**src/rtl/tinyalu_pkg.sv**
```systemverilog
// -----------------------------------------------------------------------------
// tinyalu_pkg
// Shared types and constants for the tinyalu requester arbiter.
//   op_e     : tinyalu opcodes (3'b101..3'b111 are illegal and have no name)
//   state_e  : arbiter controller states
//   LAT_*    : accept-to-response latencies in clock cycles
//   op_is_legal / op_needs_alu : opcode classification helpers
// -----------------------------------------------------------------------------
package tinyalu_pkg;

  typedef enum logic [2:0] {
    OP_NOP = 3'b000,
    OP_ADD = 3'b001,
    OP_AND = 3'b010,
    OP_XOR = 3'b011,
    OP_MUL = 3'b100
  } op_e;

  typedef enum logic [1:0] {
    ST_IDLE,
    ST_BUSY,
    ST_RESP,
    ST_DRAIN
  } state_e;

  localparam int LAT_NOP    = 1;
  localparam int LAT_SINGLE = 3;
  localparam int LAT_MUL    = 6;

  function automatic logic op_is_legal(input logic [2:0] op);
    return (op <= OP_MUL);
  endfunction

  // NOP and illegal opcodes are answered directly without touching the ALU.
  function automatic logic op_needs_alu(input logic [2:0] op);
    return op_is_legal(op) && (op != OP_NOP);
  endfunction

endpackage

```
**src/rtl/tinyalu_rr_arbiter.sv**
```systemverilog
// -----------------------------------------------------------------------------
// tinyalu_rr_arbiter
// Combinational round-robin grant: picks the lowest requester index at or
// above the pointer, wrapping around past N-1.
//   N      : number of requesters (2..8)
//   req    : in,  N bits, request vector
//   ptr    : in,  $clog2(N) bits, highest-priority index this cycle
//   grant  : out, N bits, one-hot grant (all zero when req is zero)
// -----------------------------------------------------------------------------
module tinyalu_rr_arbiter #(
  parameter int N = 4
) (
  input  logic [N-1:0]         req,
  input  logic [$clog2(N)-1:0] ptr,
  output logic [N-1:0]         grant
);

  localparam int PW = $clog2(N);
  localparam int SW = PW + 1;

  // Walk the candidates in priority order starting at ptr. The sum is kept one
  // bit wider so the wrap works for requester counts that are not a power of two.
  always_comb begin
    logic          found;
    logic [SW-1:0] sum;
    logic [PW-1:0] idx;
    grant = '0;
    found = 1'b0;
    sum   = '0;
    idx   = '0;
    for (int k = 0; k < N; k++) begin
      sum = {1'b0, ptr} + SW'(k);
      if (sum >= SW'(N)) begin
        sum = sum - SW'(N);
      end
      idx = sum[PW-1:0];
      if (!found && req[idx]) begin
        grant[idx] = 1'b1;
        found      = 1'b1;
      end
    end
  end

endmodule

```
**src/rtl/tinyalu_arbiter.sv**
```systemverilog
// -----------------------------------------------------------------------------
// tinyalu_arbiter
// Shares one tinyalu between NUM_REQ requesters. A granted request has its
// operands latched, the ALU start/done handshake is sequenced, and the result
// is returned to the owner as a one-cycle response pulse. After a multiply,
// MUL_DRAIN quiet cycles are inserted before the next issue.
//
// Optional build macro: TINYALU_ARB_TIMEOUT_EN
//   When defined, BUSY is aborted after TIMEOUT_CYCLES cycles without alu_done
//   and the owner receives rsp_err=1, rsp_result=0.
//
// Ports:
//   clk, reset_n          : clock, asynchronous active-low reset
//   req_valid[NUM_REQ]    : per-requester request
//   req_ready[NUM_REQ]    : one-hot accept (combinational, IDLE only)
//   req_A/req_B[8*NUM_REQ]: operands, slice i belongs to requester i
//   req_op[3*NUM_REQ]     : opcodes
//   rsp_valid[NUM_REQ]    : one-hot response pulse
//   rsp_result[16]        : result, valid with rsp_valid
//   rsp_err               : error flag, valid with rsp_valid
//   alu_A/alu_B/alu_op    : ALU operands and opcode (hold last value)
//   alu_start             : ALU start, high throughout BUSY
//   alu_done, alu_result  : ALU completion and result
// -----------------------------------------------------------------------------
module tinyalu_arbiter
  import tinyalu_pkg::*;
#(
  parameter int NUM_REQ        = 4,
  parameter int MUL_DRAIN      = 2,
  parameter int TIMEOUT_CYCLES = 15
) (
  input  logic                   clk,
  input  logic                   reset_n,
  input  logic [NUM_REQ-1:0]     req_valid,
  output logic [NUM_REQ-1:0]     req_ready,
  input  logic [8*NUM_REQ-1:0]   req_A,
  input  logic [8*NUM_REQ-1:0]   req_B,
  input  logic [3*NUM_REQ-1:0]   req_op,
  output logic [NUM_REQ-1:0]     rsp_valid,
  output logic [15:0]            rsp_result,
  output logic                   rsp_err,
  output logic [7:0]             alu_A,
  output logic [7:0]             alu_B,
  output logic [2:0]             alu_op,
  output logic                   alu_start,
  input  logic                   alu_done,
  input  logic [15:0]            alu_result
);

  localparam int PW = $clog2(NUM_REQ);

  state_e state, state_next;

  logic [PW-1:0]      rr_ptr;
  logic [PW-1:0]      owner;
  logic [NUM_REQ-1:0] grant;
  logic [PW-1:0]      grant_idx;
  logic [7:0]         grant_a;
  logic [7:0]         grant_b;
  logic [2:0]         grant_op;
  logic               accept;
  logic               timeout_hit;

  logic [7:0]         a_q;
  logic [7:0]         b_q;
  logic [2:0]         op_q;
  logic [15:0]        result_q;
  logic               err_q;
  logic               drain_after_q;
  logic [7:0]         drain_cnt;

  tinyalu_rr_arbiter #(
    .N(NUM_REQ)
  ) u_rr (
    .req   (req_valid),
    .ptr   (rr_ptr),
    .grant (grant)
  );

  // Encode the one-hot grant and pick out the winner's operand slices.
  always_comb begin
    grant_idx = '0;
    grant_a   = '0;
    grant_b   = '0;
    grant_op  = '0;
    for (int i = 0; i < NUM_REQ; i++) begin
      if (grant[i]) begin
        grant_idx = PW'(i);
        grant_a   = req_A[i*8 +: 8];
        grant_b   = req_B[i*8 +: 8];
        grant_op  = req_op[i*3 +: 3];
      end
    end
  end

  assign accept    = (state == ST_IDLE) && (|req_valid);
  // Gated with reset_n so the accept vector is quiet while reset is held.
  assign req_ready = ((state == ST_IDLE) && reset_n) ? grant : '0;

`ifdef TINYALU_ARB_TIMEOUT_EN
  localparam int TW = $clog2(TIMEOUT_CYCLES + 1);

  logic [TW-1:0] tmo_cnt;

  // Counts BUSY cycles; restarts from zero every time BUSY is entered.
  always_ff @(posedge clk or negedge reset_n) begin
    if (!reset_n) begin
      tmo_cnt <= '0;
    end else if (state != ST_BUSY) begin
      tmo_cnt <= '0;
    end else begin
      tmo_cnt <= tmo_cnt + TW'(1);
    end
  end

  assign timeout_hit = (state == ST_BUSY) && !alu_done &&
                       (tmo_cnt == TW'(TIMEOUT_CYCLES - 1));
`else
  logic unused_timeout;
  assign unused_timeout = (TIMEOUT_CYCLES != 0);
  assign timeout_hit    = 1'b0;
`endif

  always_ff @(posedge clk or negedge reset_n) begin
    if (!reset_n) begin
      state <= ST_IDLE;
    end else begin
      state <= state_next;
    end
  end

  // Next-state logic. DRAIN exits on the cycle the counter would reach zero,
  // so exactly MUL_DRAIN drain cycles are spent (at least one).
  always_comb begin
    state_next = state;
    case (state)
      ST_IDLE: begin
        if (accept) begin
          state_next = op_needs_alu(grant_op) ? ST_BUSY : ST_RESP;
        end
      end
      ST_BUSY: begin
        if (alu_done || timeout_hit) begin
          state_next = ST_RESP;
        end
      end
      ST_RESP: begin
        state_next = drain_after_q ? ST_DRAIN : ST_IDLE;
      end
      ST_DRAIN: begin
        if (drain_cnt <= 8'd1) begin
          state_next = ST_IDLE;
        end
      end
      default: state_next = ST_IDLE;
    endcase
  end

  // Request latch, result capture, pointer and drain counter.
  always_ff @(posedge clk or negedge reset_n) begin
    if (!reset_n) begin
      rr_ptr        <= '0;
      owner         <= '0;
      a_q           <= '0;
      b_q           <= '0;
      op_q          <= '0;
      result_q      <= '0;
      err_q         <= 1'b0;
      drain_after_q <= 1'b0;
      drain_cnt     <= '0;
    end else begin
      case (state)
        ST_IDLE: begin
          if (accept) begin
            a_q           <= grant_a;
            b_q           <= grant_b;
            op_q          <= grant_op;
            owner         <= grant_idx;
            rr_ptr        <= (grant_idx == PW'(NUM_REQ - 1)) ? '0 : grant_idx + PW'(1);
            result_q      <= '0;
            err_q         <= !op_is_legal(grant_op);
            drain_after_q <= (grant_op == OP_MUL);
          end
        end
        ST_BUSY: begin
          if (alu_done) begin
            result_q <= alu_result;
          end else if (timeout_hit) begin
            err_q         <= 1'b1;
            drain_after_q <= 1'b1;
          end
        end
        ST_RESP: begin
          drain_cnt <= 8'(MUL_DRAIN);
        end
        ST_DRAIN: begin
          if (drain_cnt != 8'd0) begin
            drain_cnt <= drain_cnt - 8'd1;
          end
        end
        default: ;
      endcase
    end
  end

  // Response pulse decode for the owner of the operation in flight.
  always_comb begin
    rsp_valid = '0;
    for (int i = 0; i < NUM_REQ; i++) begin
      rsp_valid[i] = (state == ST_RESP) && (owner == PW'(i));
    end
  end

  assign rsp_result = (state == ST_RESP) ? result_q : '0;
  assign rsp_err    = (state == ST_RESP) && err_q;

  assign alu_A     = a_q;
  assign alu_B     = b_q;
  assign alu_op    = op_q;
  assign alu_start = (state == ST_BUSY);

endmodule

```
**config.mk**
```make
export PLATFORM = sky130hd
export DESIGN_NAME = tinyalu_arbiter
export DESIGN_NICKNAME = d
export VERILOG_FILES = /design/src/rtl/tinyalu_pkg.sv /design/src/rtl/tinyalu_rr_arbiter.sv /design/src/rtl/tinyalu_arbiter.sv
export SDC_FILE = /design/constraint.sdc
export NUM_CORES = 1
export LEC_CHECK = 0
export BUFFER_PORTS_ARGS = -buffer_cell sky130_fd_sc_hd__buf_4
export CAP_MARGIN = 20
export CORE_MARGIN = 4
export CORE_UTILIZATION = 50
export DETAILED_ROUTE_END_ITERATION = 8
export GPL_TIMING_DRIVEN = 0
export PLACE_DENSITY_LB_ADDON = 0.05
export SKIP_CTS_REPAIR_TIMING = 1
export SLEW_MARGIN = 20
export SYNTH_ARGS = -nofsm -noshare
export SYNTH_HDL_FRONTEND = slang
export SYNTH_SLANG_ARGS = --single-unit
```
**constraint.sdc**
```tcl
create_clock -name clk -period 5.45 [get_ports clk]
set_input_delay 0.545 -clock clk [delete_from_list [all_inputs] [get_ports clk]]
set_output_delay 0.545 -clock clk [all_outputs]
set_load 0.02 [all_outputs]
```
==> flow_metrics.tcl <==
set metrics [dict create \
    outcome "complete, no violations" \
    p_clk_share_pct 7.7 \
    n_antenna_cell 0 \
    dieArea_sq_mm 0.00817 \
    finalNonFillerCells 604 \
    end_kind "register" \
    drtIter0Drc 84 \
    avgSynthCellArea_sq_um 8.98 \
    vias 3337 \
    layout_common_cells "143 x buf_4, 56 x nand2_1, 51 x dfrtp_1, 43 x o21ai_0, 20 x a21oi_1" \
    total_power_w 0.00284 \
    yosys.area_share.simple_pct 25.2 \
    finalCriticalPeriod_ns 4.26 \
    grt_max_degree 53 \
    numCtsBuffers 5 \
    seqPwrFrac_pct 24.3 \
    synth_top_family_by_area "simple AND/OR/NAND/NOR gates" \
    drc_errors 0 \
    clockBufferDepth 2 \
    relSlewSlack_pct 36.3 \
    yosys_warnings 0 \
    ys_ff_latch 51 \
    grt_pass1_wl_mm 16.2 \
    grt.total_usage_pct 24.0 \
    cts_tree "built" \
    synth_flop_cell "dfrtp_1" \
    antenna_left 0 \
    nets 636 \
    synth_edf_count 0 \
    cp_data_arrival_time_ns 4.46 \
    finalClockSkew_ns 0.00536 \
    synthAdderAreaFrac_pct 4.05 \
    vdd_drop_max_mv 0.345 \
    async_flop_share_pct 100 \
    syn_inst 378 \
    powerDensity_mw_per_mm2 613 \
    synthMuxAreaShare_pct 3.24 \
    syn_nets 488 \
    cts.clk_slew.worst_paths_ns 0.10 \
    die_y_microns 90.4 \
    drtPass1Iterations 4 \
    fmax_mhz 234 \
    hold_viol 0 \
    synthDistinctLibCells 51 \
    final_common_cell "buf_4" \
    clk_latency_ns 0.30 \
    ys_seq_area_share_pct 37.6 \
    grt_pass1_vias 3351 \
    p_sw_w 0.00137 \
    grt_setup_unrepaired "false" \
    path_max_fanout 10 \
    via_per_inst 5.52 \
    drv_slew 0 \
    pin_count 144 \
    fin_setup_tns_ns 0 \
    synth_xor_area_share_pct 0.516 \
    cts_root_buf "clkbuf_8" \
    setup_violations 0 \
    syn_to_final_growth_pct 36.5 \
    startpoint_type "register" \
    netlist_area_sq_mm 0.00340 \
    dpl.hpwl_mm 7.83 \
    grt_antenna_before_repair 0 \
    routed_wl_mm 9.97 \
    htree_num_levels 2 \
    tightest_slew_ns 0.948 \
    io_buffers 141 \
    critPathBufInv 3 \
    criticalPathCategory "reg2reg" \
    path_cells "buf_6 > inv_1 > ha_1 > mux4_2 > nand2_1 > mux2i_1 > a221oi_4 > buf_4 > nand3_1 > a31o_2 > mux2i_1 > ha_1 > nor3_1 > a21oi_1 > a21bo_2 > o21ai_0 > nand2_1" \
    place_inst 596 \
    die_w_microns 90.4 \
    fin_crit_sh_pct 78.3 \
    core.rowCount 29 \
    p_int_w 0.00147 \
    slowest_delay_ns 0.62 \
    drive_above_1_share_pct 34.5 \
    overflow 0 \
    place.gp.congestion 0.820 \
    switching_share_pct 48.4 \
    p_leak_nw 2.13 \
    fp.coreArea_sq_mm 0.00646 \
    required_ns 5.64 \
    floorplan.initialDensity_pct 52.6 \
    max_cap_viol_count 0 \
    worst_hold_path_type "in2async" \
    clock_sinks 51 \
    synth_compound_area_share_pct 23.2 \
    cpMaxStageDelayCell "mux4_2" \
    comb_power_share_pct 68.0 \
    cpLargestDelayFamily "compound AO/OA/AOI/OAI gates" \
    wl_per_cell_microns 16.5 \
]
[layer usage]
| layer | routed length [microns] | up-vias | global-route usage [%] |
|---|---|---|---|
| met2 | 4940 | 118 | 41.7 |
| li1 | - | 1649 | - |
| met4 | 146 | 0 | 4.85 |
| met3 | 772 | 14 | 7.58 |
| met5 | 0 | - | 0 |
| met1 | 4110 | 1556 | 29.3 |
[flip-flops by register name, indices dropped and copies added, names as in the netlist]
register and cells:
alu_op 3, result_q 16, drain_cnt 8, drain_after_q 1, err_q 1, alu_B 8
alu_A 8, owner 2, rr_ptr 2, state 2
[stage by stage]
step	setup slack [ns]	area, sq um	util, %	hold slack (ns)
5_1_grt	0.830	4640	71.8	0.319
6_report	1.19	4640	71.8	0.268
4_1_cts	1.19	4640	71.8	0.286
3_5_place_dp	1.23	4550	70.5	0.480
3_3_place_gp	1.31	4550	70.5	0.457
2_1_floorplan	1.76	3400	-	0.249
[power by group through the flow]
stage                     Clock (W)  Combinational (W)  Sequential, W
after floorplan                   0            0.00128       0.000756
after global placement            0            0.00188       0.000687
after detailed placement          0            0.00193       0.000695
after CTS                  0.000223            0.00194       0.000690
after global routing       0.000236            0.00213       0.000716
final                      0.000218            0.00193       0.000691
[synth_stat cells (10+ instances only)]
library cell,n,share of area (%)
a21oi_1,20,2.9
a221oi_2,10,4.4
and2_1,19,3.5
clkbuf_1,14,1.5
dfrtp_1,51,38
ha_1,11,4.1
inv_1,10,1.1
nand2_1,56,6.2
nor2_1,18,2.0
nor3b_1,19,4.2
o21ai_0,43,6.3
or3_1,17,3.1
[cell families after synthesis]
logic type / count (synthesis)
AO/OA/AOI/OAI: 105
XOR/XNOR: 2
buffers and inverters: 37
flip-flops: 51
adder cells (fa/ha/maj): 11
multiplexers: 8
AND/OR/NAND/NOR: 164
[area by class of cell]
class / instances / area, sq um
clock buffer: 6 / 72.6
fill: 521 / 1820
buffer: 27 / 173
sequential: 51 / 1280
inverter: 10 / 37.5
clock inverter: 2 / 12.5
timing repair buffer: 141 / 1060
multi-input combinational: 290 / 1910
tap: 77 / 96.3
[worst paths after layout]
check | start | end | slack [ns] | cells past startpoint
worst max-delay path | rr_ptr[0] | state[0] | 1.19 | 17
worst min-delay path | reset_n | drain_cnt[3] | 0.27 | 1
worst max register to register | rr_ptr[0] | state[0] | 1.19 | 17
worst min register to register | drain_cnt[7] | drain_cnt[7] | 0.49 | 1
max in group asynchronous | reset_n | alu_B[6] | 4.72 | 1
min in group clk | alu_result[2] | result_q[2] | 0.44 | 3
(Power assumes the default switching activity.)
